**config.mk**
```make
export PLATFORM = sky130hd
export DESIGN_NAME = shift_arbiter
export DESIGN_NICKNAME = d
export VERILOG_FILES = /design/src/rtl/shift_arb_pkg.sv /design/src/rtl/shift_unit.sv /design/src/rtl/shift_arbiter.sv
export SDC_FILE = /design/constraint.sdc
export NUM_CORES = 1
export LEC_CHECK = 0
export CAP_MARGIN = 20
export CORE_UTILIZATION = 35
export CTS_CLUSTER_DIAMETER = 100
export DETAILED_ROUTE_END_ITERATION = 7
export PLACE_DENSITY = 0.65
export SLEW_MARGIN = 20
export SYNTH_ARGS = -nofsm -noshare
export SYNTH_HDL_FRONTEND = slang
export SYNTH_SLANG_ARGS = --single-unit
```
**constraint.sdc**
```tcl
create_clock -name clk -period 2 [get_ports clk]
set_clock_uncertainty 0.15 [all_clocks]
set_input_delay 0.4 -clock clk [delete_from_list [all_inputs] [get_ports clk]]
set_output_delay 0.4 -clock clk [all_outputs]
set_load 0.03 [all_outputs]
```
**src/rtl/shift_arb_pkg.sv**
```systemverilog
// Purpose : shared types and helpers for the shift_arbiter slice.
// Latency : n/a (package only).
// Backpressure : n/a.
// Contents: DW/AW widths, FSM state encoding, rr_pick round-robin grant function.
package shift_arb_pkg;

  localparam int DW      = 24;
  localparam int AW      = 5;
  localparam int MAX_REQ = 4;

  typedef enum logic [1:0] {
    IDLE  = 2'd0,
    SHIFT = 2'd1,
    RESP  = 2'd2
  } state_e;

  // One-hot grant of the first set bit at or above ptr, wrapping at nreq.
  // ptr is always < nreq, so ptr+k (k < nreq) wraps with one subtraction.
  function automatic logic [MAX_REQ-1:0] rr_pick(input logic [MAX_REQ-1:0] valid,
                                                 input logic [1:0]         ptr,
                                                 input int                 nreq);
    logic [MAX_REQ-1:0] gnt;
    int                 tmp;
    logic [1:0]         idx;
    gnt = '0;
    for (int k = 0; k < MAX_REQ; k++) begin
      tmp = int'(ptr) + k;
      if (tmp >= nreq) tmp = tmp - nreq;
      idx = tmp[1:0];
      if ((k < nreq) && (gnt == '0) && valid[idx]) gnt[idx] = 1'b1;
    end
    return gnt;
  endfunction

endpackage

```
**src/rtl/shift_unit.sv**
```systemverilog
// Purpose : combinational DW-bit logical left shifter; amounts >= DW give zero.
// Latency : 0 cycles (pure combinational).
// Backpressure : none, no handshake.
// Ports: tbsh = operand, s = shift amount (8-bit, zero-extended by caller), sh = result.
module shift_unit #(
  parameter int DW = 24
) (
  input  logic [DW-1:0] tbsh,
  input  logic [7:0]    s,
  output logic [DW-1:0] sh
);

  always_comb begin
    if (int'(s) >= DW) sh = '0;
    else               sh = tbsh << s;
  end

endmodule

```
**src/rtl/shift_arbiter.sv**
```systemverilog
// Purpose : round-robin share of one shift_unit between NREQ requesters, one op in flight.
// Latency : accept at cycle T -> rsp_valid at T+2; best throughput one result per 3 cycles.
// Backpressure : result held stable in RESP until rsp_ready; req_ready only asserted in IDLE.
// Ports: clk/rst (sync, active-high); req_valid/req_data/req_amt/req_ready per requester
//        (slices i*DW, i*AW); rsp_valid/rsp_ready/rsp_data/rsp_id result side;
//        rsp_ovf (only when SHIFT_ARB_OVF_EN is defined) flags 1 bits shifted out.
module shift_arbiter #(
  parameter int NREQ = 2,
  parameter int DW   = shift_arb_pkg::DW,
  parameter int AW   = shift_arb_pkg::AW
) (
  input  logic               clk,
  input  logic               rst,
  input  logic [NREQ-1:0]    req_valid,
  input  logic [NREQ*DW-1:0] req_data,
  input  logic [NREQ*AW-1:0] req_amt,
  output logic [NREQ-1:0]    req_ready,
  output logic               rsp_valid,
  input  logic               rsp_ready,
  output logic [DW-1:0]      rsp_data,
  output logic [1:0]         rsp_id
`ifdef SHIFT_ARB_OVF_EN
  ,
  output logic               rsp_ovf
`endif
);

  import shift_arb_pkg::*;

  state_e             state_q, state_d;
  logic [1:0]         rr_ptr_q, rr_ptr_d;
  logic [DW-1:0]      op_a_q, op_a_d;
  logic [AW-1:0]      op_s_q, op_s_d;
  logic [1:0]         op_id_q, op_id_d;
  logic [DW-1:0]      rsp_data_q, rsp_data_d;
  logic [1:0]         rsp_id_q, rsp_id_d;

  logic [MAX_REQ-1:0] valid_w;
  logic [MAX_REQ-1:0] grant_w;
  logic [1:0]         grant_id;
  logic [DW-1:0]      grant_a;
  logic [AW-1:0]      grant_s;
  logic [7:0]         sh_amt;
  logic [DW-1:0]      sh;

  // Arbitration -------------------------------------------------------------
  always_comb begin
    valid_w              = '0;
    valid_w[NREQ-1:0]    = req_valid;
  end

  assign grant_w = rr_pick(valid_w, rr_ptr_q, NREQ);

  always_comb begin
    grant_id = 2'd0;
    for (int i = 0; i < MAX_REQ; i++) begin
      if (grant_w[i]) grant_id = 2'(i);
    end
  end

  always_comb begin
    grant_a = '0;
    grant_s = '0;
    for (int i = 0; i < NREQ; i++) begin
      if (grant_w[i]) begin
        grant_a = req_data[i*DW +: DW];
        grant_s = req_amt[i*AW +: AW];
      end
    end
  end

  // Gated by rst so a held request never sees ready while reset is asserted.
  assign req_ready = ((state_q == IDLE) && !rst) ? grant_w[NREQ-1:0] : '0;

  // Datapath ----------------------------------------------------------------
  assign sh_amt = 8'(op_s_q);

  shift_unit #(.DW(DW)) u_shift_unit (
    .tbsh (op_a_q),
    .s    (sh_amt),
    .sh   (sh)
  );

`ifdef SHIFT_ARB_OVF_EN
  logic rsp_ovf_q, rsp_ovf_d;
  logic ovf_w;

  // Bits pushed past the top: the top op_s bits of op_a, or all of it when op_s >= DW.
  // op_s == 0 shifts right by DW, which yields zero.
  always_comb begin
    if (int'(op_s_q) >= DW) ovf_w = |op_a_q;
    else                    ovf_w = |(op_a_q >> (DW - int'(op_s_q)));
  end
`endif

  // FSM ---------------------------------------------------------------------
  always_comb begin
    state_d    = state_q;
    rr_ptr_d   = rr_ptr_q;
    op_a_d     = op_a_q;
    op_s_d     = op_s_q;
    op_id_d    = op_id_q;
    rsp_data_d = rsp_data_q;
    rsp_id_d   = rsp_id_q;
`ifdef SHIFT_ARB_OVF_EN
    rsp_ovf_d  = rsp_ovf_q;
`endif
    case (state_q)
      IDLE: begin
        if (|req_valid) begin
          op_a_d  = grant_a;
          op_s_d  = grant_s;
          op_id_d = grant_id;
          state_d = SHIFT;
        end
      end
      SHIFT: begin
        rsp_data_d = sh;
        rsp_id_d   = op_id_q;
`ifdef SHIFT_ARB_OVF_EN
        rsp_ovf_d  = ovf_w;
`endif
        state_d    = RESP;
      end
      RESP: begin
        if (rsp_ready) begin
          // Pointer moves past the requester just served, only on retire.
          rr_ptr_d = (int'(op_id_q) == NREQ - 1) ? 2'd0 : op_id_q + 2'd1;
          state_d  = IDLE;
        end
      end
      default: state_d = IDLE;
    endcase
  end

  always_ff @(posedge clk) begin
    if (rst) begin
      state_q    <= IDLE;
      rr_ptr_q   <= 2'd0;
      op_a_q     <= '0;
      op_s_q     <= '0;
      op_id_q    <= 2'd0;
      rsp_data_q <= '0;
      rsp_id_q   <= 2'd0;
`ifdef SHIFT_ARB_OVF_EN
      rsp_ovf_q  <= 1'b0;
`endif
    end else begin
      state_q    <= state_d;
      rr_ptr_q   <= rr_ptr_d;
      op_a_q     <= op_a_d;
      op_s_q     <= op_s_d;
      op_id_q    <= op_id_d;
      rsp_data_q <= rsp_data_d;
      rsp_id_q   <= rsp_id_d;
`ifdef SHIFT_ARB_OVF_EN
      rsp_ovf_q  <= rsp_ovf_d;
`endif
    end
  end

  assign rsp_valid = (state_q == RESP);
  assign rsp_data  = rsp_data_q;
  assign rsp_id    = rsp_id_q;
`ifdef SHIFT_ARB_OVF_EN
  assign rsp_ovf   = rsp_ovf_q;
`endif

endmodule

```
==> results.json <==
{
  "clk_pin_slew_ns": 0.07,
  "area_growth_pct": 46.8,
  "gp_congestion": 0.911,
  "layout_common_cells": "85 x clkdlybuf4s50_1, 60 x dfxtp_1, 48 x nor2_1, 38 x buf_4, 29 x a222oi_1",
  "syn-instance-count": 336,
  "drive_above_1_share_pct": 23.9,
  "grt_pass1_vias": 3130,
  "synthArstFlopShare_pct": 0,
  "die_x_um": 101,
  "ys.flop_type": "dfxtp_1",
  "synth_cell_types": 46,
  "htreeDepth": 3,
  "outcome": "finished, final reports clean",
  "route.vias.total": 3330,
  "holdPathStages": 2,
  "wl_per_cell_um": 17.0,
  "crit_path_end_kind": "flop",
  "via_per_inst": 5.68,
  "hpwl_um": 7350,
  "min-delay-start": "rsp_data[4]$_SDFFE_PP0N_",
  "worstMarginPinSlew_ns": 0.648,
  "drt_first_pass_iters": 6,
  "r2r_start": "op_s_q[1]$_SDFFE_PP0P_",
  "drc": 0,
  "io_pins": 92,
  "grt_pass1_wl_um": 15500,
  "min_period_ns": 1.98,
  "synth-seq-cells": 61,
  "power_uw": 3650,
  "max_freq_mhz": 506,
  "core_sq_um": 9370,
  "hold_viol": 0,
  "antenna_found_initial": 0,
  "numCtsBuffers": 9,
  "hold_class": "flop to flop",
  "io_buffer_count": 91,
  "synth_top_cell_by_area": "dfxtp_1",
  "detail-route-antenna-nets": 0,
  "die_area_sq_um": 10200,
  "synth_nets": 399,
  "syn_area_sq_um": 3430,
  "required_ns": 2.08,
  "r2r_end": "rsp_data[19]$_SDFFE_PP0N_",
  "wirelength_um": 9950,
  "grt_max_degree": 35,
  "setup_viol": 0,
  "insertion_delay_ns": 0.35,
  "overflow": 0,
  "powerDensity_nw_per_um2": 726,
  "grtUsageTotal_pct": 19.9,
  "synth_top_area_share_pct": 35.6,
  "start_util_pct": 36.6,
  "synth_edf_count": 0,
  "min_to": "rsp_data[4]$_SDFFE_PP0N_",
  "num-nets-final": 515,
  "finalMaxSlewViolations": 0,
  "fin_util_pct": 53.7,
  "rsz0062_at_grt": "yes",
  "num_rows": 35,
  "clock_path_buffers": 2,
  "final_common_cell": "clkdlybuf4s50_1",
  "die_y_um": 101,
  "arrival_ns": 2.06,
  "reg2reg_depth": 5,
  "ys_warn_count": 0,
  "cts_tree": "built",
  "crit_type": "flop to flop",
  "drtIter0Drc": 273,
  "r2r_setup_slack_ns": 0.02,
  "root_buffer": "clkbuf_8",
  "syn_avg_cell_area_sq_um": 10.2,
  "clock-sinks": 61,
  "cp-start-kind": "flop",
  "timing.final.crit_share_pct": 98.8,
  "drv_cap": 0,
  "ys_top_cells_by_area": "dfxtp_1 36%, mux4_2 18%, a222oi_1 8.5%",
  "vdd_ir_drop_max_v": 0.000436,
  "synth-seq-area-share_pct": 35.6,
  "leakage_uw": 0.00185,
  "max_slew_margin_pct": 56.5,
  "antenna_cells": 0,
  "critPathMaxFanout": 5
}
-- area by class of cell --
class,count,area [sq um]
clock buffer,11,151
clock inverter,5,58.8
fill,887,4340
inverter,3,11.3
multi-input combinational,239,2040
sequential,61,1220
tap,129,161
timing repair buffer,138,1380
-- synthesized netlist by cell type, drive strengths merged (4+ instances only) --
master and count:
nor2 49, dfxtp 61, mux2i 14, nand3b 4, a32oi 4, mux2 7, clkbuf 18, buf 15
nand2b 4, nand2 23, o21ai 19, mux4 28, nor2b 5, a222oi 29, a21oi 10, a22oi 8
-- cell families after synthesis --
| family | share of synthesized area, % |
|---|---|
| AOI/OAI and AO/OA | 21.0 |
| buffers and inverters | 5.48 |
| DFF | 35.6 |
| muxes | 24.9 |
| and+or+nand+nor | 13.0 |
-- metal layers --
metal	up-vias	part of all wire (%)	global-route usage, %
met1	1586	42	24.9
met5	-	0	0
met2	161	49	33.7
met4	0	1.9	7.47
met3	17	7.0	4.16
li1	1566	-	-
-- worst max path at each step --
stage	start	depth (start not counted)	slack [ns]	endpoint
after floorplan	op_s_q[1]$_SDFFE_PP0P_	5	0.12	rsp_data[19]$_SDFFE_PP0N_
after global placement	rst	6	-0.08	rsp_data[10]$_SDFFE_PP0N_
after detailed placement	rst	6	-0.15	rsp_data[10]$_SDFFE_PP0N_
after CTS	rsp_data[14]$_SDFFE_PP0N_	1	0.01	rsp_data[14]
after global routing	op_s_q[1]$_SDFFE_PP0P_	5	-0.03	rsp_data[19]$_SDFFE_PP0N_
final	op_s_q[1]$_SDFFE_PP0P_	5	0.02	rsp_data[19]$_SDFFE_PP0N_
-- repair_timing --
item | in CTS | in global routing
setup endpoints to repair | 2 | 13
hold buffers | 0 | 0
resized for setup | 3 | 10
gates cloned | 0 | 2
buffers inserted | 0 | 6
pin swaps | 0 | 4
-- per-stage QoR --
step / instance area (sq um) / hold WS, ns / setup slack (ns) / cells / setup TNS (ns)
after global placement: 4690 / 0.291 / -0.0822 / 562 / -0.601
after detailed placement: 4690 / 0.293 / -0.149 / 562 / -1.64
after CTS: 4900 / 0.302 / 0.0124 / 578 / 0
after floorplan: 3430 / 0.286 / 0.122 / 336 / 0
after global routing: 5030 / 0.327 / -0.0321 / 586 / -0.0693
final: 5030 / 0.300 / 0.0237 / 586 / 0
-- report_power, final --
| group | switching (uW) | leakage (uW) | internal, uW |
|---|---|---|---|
| clock network | 494 | 0.000102 | 642 |
| logic | 505 | 0.00124 | 596 |
| registers | 111 | 0.000499 | 1300 |
| total | 1110 | 0.00185 | 2540 |
-- sequential cells by signal (all words and copies together), names as in the netlist --
name / count
op_a_q: 24
rsp_data: 24
op_id_q: 2
rr_ptr_q: 2
state_q: 2
op_s_q: 5
rsp_id: 2
-- worst max-delay path, stage by stage (launching register included) --
cell and delay (ns):
dfxtp_4 0.40, buf_12 0.13, mux4_2 0.54, mux4_2 0.51, o211ai_2 0.07, o21ai_1 0.08
(Power assumes the default switching activity.)
==> edit 1: new RTL, config.mk and constraints unchanged <==
The 3 states of `state_e` get a one-hot encoding in 3 bits.
--- a/src/rtl/shift_arb_pkg.sv
+++ b/src/rtl/shift_arb_pkg.sv
@@ -8,10 +8,10 @@
   localparam int AW      = 5;
   localparam int MAX_REQ = 4;
 
-  typedef enum logic [1:0] {
-    IDLE  = 2'd0,
-    SHIFT = 2'd1,
-    RESP  = 2'd2
+  typedef enum logic [2:0] {
+    IDLE  = 3'b001,
+    SHIFT = 3'b010,
+    RESP  = 3'b100
   } state_e;
 
   // One-hot grant of the first set bit at or above ptr, wrapping at nreq.
Behaviour: no difference found for any inputs over 10 cycles, from zero or initial values and one cycle with rst high; not proved beyond that.
==> edit 1 against the unedited design <==
Power increased by 9.1%. Die area increased by 6.8%. Sequential cell count increased by 1. Sequential power about the same. Worst setup slack got worse by 120 ps. The run now ends with setup timing left. Wire length increased by 15%. Register-to-register slack got worse by 30 ps. Cell area increased by 10%. Area after synthesis increased by 6.9%. Synthesized cell count increased by 13%. Combinational power increased by 18%.
==> edit 1: results (changes against the unedited design) <==
| Metric | Value |
|---|---|
| Endpoints failing setup | `4 (+4)` |
| Vias in the first global route | `3661 (+17%)` |
| DP Cell Count | `626 (+11%)` |
| Hold_ws | `284 ps (-16.3 ps)` |
| Worst R2R Start | `state_q[2]` |
| Reg2reg setup slack | `-10 ps (-30 ps)` |
| Maximum fanout along the worst path | `4 (-1)` |
| Share of cells above drive strength 1 | `28.2% (+4.3 points)` |
| Syn_nets | `444 (+11%)` |
| GP Congestion | `0.863 (-5.3%)` |
| Metal-1 WL | `5.16 mm (+22%)` |
| Commonest cells post-synth | `dfxtp_1, nor2_1, a222oi_1, nand2_1` |
| First-pass GRT wire length | `18.4 mm (+19%)` |
| Final #Nets | `580 (+13%)` |
| FF-to-FF path depth | `4 (-1)` |
| Failing checks | `setup timing` |
| Routed vias | `3646 (+9.5%)` |
| CP Launch Point | `state_q[1]` |
| TNS Setup | `-185 ps (-185 ps)` |
| Setup Fix Bufs, Post-CTS | `2 (+2)` |
| Largest net degree at the start of global routing | `59 (+69%)` |
| Register area share after synthesis | `33.9% (-1.8 points)` |
| DR WL met3 | `472 µm (-32%)` |
| Hpwl dp | `8.47 mm (+15%)` |
| Critical hold path startpoint | `rst` |
| Hold Crit Class | `in2reg` |
| Crit path to | `req_ready[0]` |
| Status | `complete, but fails checks` |
| Hold Crit Endpoint | `rsp_data[13]` |
| Syn Inst Count | `381 (+13%)` |
| Unique masters post-synth | `49 (+6.5%)` |
| Worst path max stage delay | `330 ps (-210 ps)` |
| DP Worst Slack | `-113 ps (+35.8 ps)` |
| Final worst setup slack | `-95.4 ps (-119 ps)` |
| Initial DRC Count | `270 (-1.1%)` |
[edit 1: cell types whose count changed after synthesis, sizes merged, moves of 4 or more]
cell    unedited run  this run
nor2b              5         9
clkbuf            18        23
nor2              49        59
a311oi             0         6
o21ai             19         8
nor3b              2         6
a211oi             0         4
mux2i             14        24
mux4              28        24
[edit 1: routing by layer]
metal | GRT usage, % | vias up
met1 | 27.0 | 1742
met2 | 36.5 | 117
met5 | 0 | -
met3 | 4.07 | 18
met4 | 7.14 | 0
li1 | - | 1769
[edit 1: area by class of cell]
type	count	area [µm²]
clock buffer	10	138
clock inverter	6	93.8
fill	878	4410
inverter	6	22.5
multi-input combinational	278	2320
sequential	62	1250
tap	133	166
timing repair buffer	160	1540
[edit 1: power by group]
| part | internal [mW] | switching [mW] | leakage [nW] |
|---|---|---|---|
| registers | 1.32 | 0.0963 | 0.508 |
| clock network | 0.743 | 0.532 | 0.113 |
| logic | 0.696 | 0.600 | 1.41 |
==> edit 2: new RTL, same settings <==
Made on the original files. Set the parameter `NREQ` to 4 (it was 2).
--- a/src/rtl/shift_arbiter.sv
+++ b/src/rtl/shift_arbiter.sv
@@ -5,7 +5,7 @@
 //        (slices i*DW, i*AW); rsp_valid/rsp_ready/rsp_data/rsp_id result side;
 //        rsp_ovf (only when SHIFT_ARB_OVF_EN is defined) flags 1 bits shifted out.
 module shift_arbiter #(
-  parameter int NREQ = 2,
+  parameter int NREQ = 4,
   parameter int DW   = shift_arb_pkg::DW,
   parameter int AW   = shift_arb_pkg::AW
 ) (
Ports: changed (resized req_amt, req_data, req_ready and req_valid); port bits go from 92 to 154. No check against the original RTL was run, so the function may have changed too.
==> edit 2 against the unedited design <==
The run now ends with setup timing left. Via count up 64%. Hold slack improved by 2.2 ps. Cell area rose by 68%. Area after synthesis up 35%. Global-route usage up 6.2 points. Synthesized cell count increased by 56%. Die area rose by 35%. Power rose by 89%. Wire length grew 89%. Worst setup slack worse by 1500 ps. Non-clock buffer count is 135 higher. Sequential cell count unchanged. Largest power group is now combinational cells. Highest routed layer unchanged.
==> edit 2: results (changes against the unedited design) <==
| Metric | Value |
|---|---|
| Status | `complete, but fails checks` |
| Antenna fix cells | `0 (unchanged)` |
| Drt total wl | `18.8 mm (+89%)` |
| Synth top area share | `26.3% (-9.3 points)` |
| Hold path cells | `2 (unchanged)` |
| Register area share after synthesis | `26.3% (-9.3 points)` |
| Share of cells above drive strength 1 | `39.8% (+16 points)` |
| Vias in the first global route | `5274 (+68%)` |
| Max clock buf depth | `2 (unchanged)` |
| Clock Latency Late Sink | `330 ps (-20 ps)` |
| Final #Nets | `890 (+73%)` |
| Maximum fanout along the worst path | `3 (-2)` |
| Pre-Repair DR Iteration Count | `5 (-1)` |
| Initial DRC Count | `388 (+42%)` |
| TNS Setup | `-45850 ps (-45850 ps)` |
| Pleak | `2.90 nW (+57%)` |
| Final worst setup slack | `-1460 ps (-1480 ps)` |
| Unique masters post-synth | `49 (+6.5%)` |
| CTS Buf Count | `9 (unchanged)` |
| Worst EP arrival | `2910 ps (+850 ps)` |
| Antenna violations before repair | `0 (unchanged)` |
| Failing checks | `setup timing` |
| Post-synth ARST share | `0% (unchanged)` |
| Largest net degree at the start of global routing | `32 (-8.6%)` |
| Slowest-stage cell, CP | `mux4_2` |
| PnR Total Power | `6.88 mW (+89%)` |
| Clk slew on worst S/H paths | `50 ps (-20 ps)` |
| GP Congestion | `0.907 (-0.38%)` |
| Endpoints failing setup | `45 (+45)` |
| Hold Crit Class | `reg2reg` |
| Root buf cell | `clkbuf_16` |
| Post-placement cell area | `6960 µm² (+48%)` |
| Hpwl dp | `12.1 mm (+64%)` |
| Post-synth top flop | `dfxtp_1` |
| PortBufs | `153 (+68%)` |
| First-pass GRT wire length | `27.5 mm (+77%)` |
| Tightest Pin Transition | `735 ps (+87.3 ps)` |
| Syn. warnings | `0 (unchanged)` |
| Maximum vdd drop | `0.548 mV (+26%)` |
| Internal power consumption | `4.28 mW (+68%)` |
| Commonest cells post-synth | `nand2_1, dfxtp_1, o21ai_0, nor2_1, o211ai_1` |
| # H-tree levels | `3 (unchanged)` |
| FF-to-FF path depth | `12 (+7)` |
| Syn_nets | `657 (+65%)` |
| Routed vias | `5449 (+64%)` |
| Total GRT Usage | `26.1% (+6.2 points)` |
| Synth top area cells | `dfxtp_1, mux4_2, o2111ai_2` |
## edit 2: cell types whose count changed after synthesis, moves of 13 or more
cell	unedited run	this run
a221oi_1	2	29
o211ai_1	2	32
o21ai_0	11	41
nand2_1	23	65
a222oi_1	29	0
o2111ai_2	0	29
clkbuf_1	18	31
## edit 2: stage by stage
stage / setup WS [ps] / instances
after floorplan: -1420 / 525
after global placement: -1410 / 882
after detailed placement: -1490 / 882
after CTS: -1400 / 922
after global routing: -1510 / 935
final: -1460 / 935
## edit 2: cell families (layout without fill, tap and decap cells)
family | count (synthesis) | in the layout | synth area share, %
multiplexers | 38 | 38 | 14.3
AND/OR/NAND/NOR | 146 | 146 | 13.9
AO/OA/AOI/OAI | 210 | 210 | 36.8
buffers and inverters | 61 | 299 | 6.29
adder cells (fa/ha/maj) | 9 | 9 | 2.43
flip-flops | 61 | 61 | 26.3
## edit 2: area by class of cell
type,count,area (µm²)
Clock buffer,12,246
Inverter,10,42.5
Sequential cell,61,1230
Tap cell,172,215
Clock inverter,4,47.5
Multi-Input combinational cell,403,3820
Timing Repair Buffer,273,2830
Fill cell,983,4330
## edit 2: power by group through the flow
stage	Combinational (mW)	Clock, mW	Sequential [mW]
floorplan	1.55	0	1.64
global placement	2.66	0	1.61
detailed placement	2.70	0	1.62
CTS	3.24	1.56	1.60
global route	3.92	1.62	1.64
finish	3.71	1.55	1.62
## edit 2: path summary, 6_finish.rpt
check | startpoint | to | slack [ps]
setup / recovery | rr_ptr_q[1] | req_ready[2] | -1460
setup reg to reg | rr_ptr_q[1] | op_a_q[15] | -1330
hold / removal | rsp_data[2] | rsp_data[2] | 300
hold reg to reg | rsp_data[2] | rsp_data[2] | 300
## edit 2: worst max-delay path, delay by kind of cell, from the launching register on
| family | cells | cell delay (ps) |
|---|---|---|
| AO/OA/AOI/OAI | 4 | 810 |
| adder cells (fa/ha/maj) | 1 | 270 |
| buffers and inverters | 5 | 570 |
| flip-flops | 1 | 360 |
| multiplexers | 1 | 540 |
| AND/OR/NAND/NOR | 1 | 40 |
## edit 2: timing repair
action                                  CTS  global route
cloned                                    5             4
hold endpoints to repair                  0             0
pin swaps                                60            47
buffers inserted                         21            11
resized for setup                       110            79
endpoints found under the setup margin   56            56
## edit 2: layer usage
layer  track usage [%]  wire length (µm)
met5                 0                 0
met4              9.54               531
met3              4.69              1050
met2              45.1              9370
met1              32.6              7840
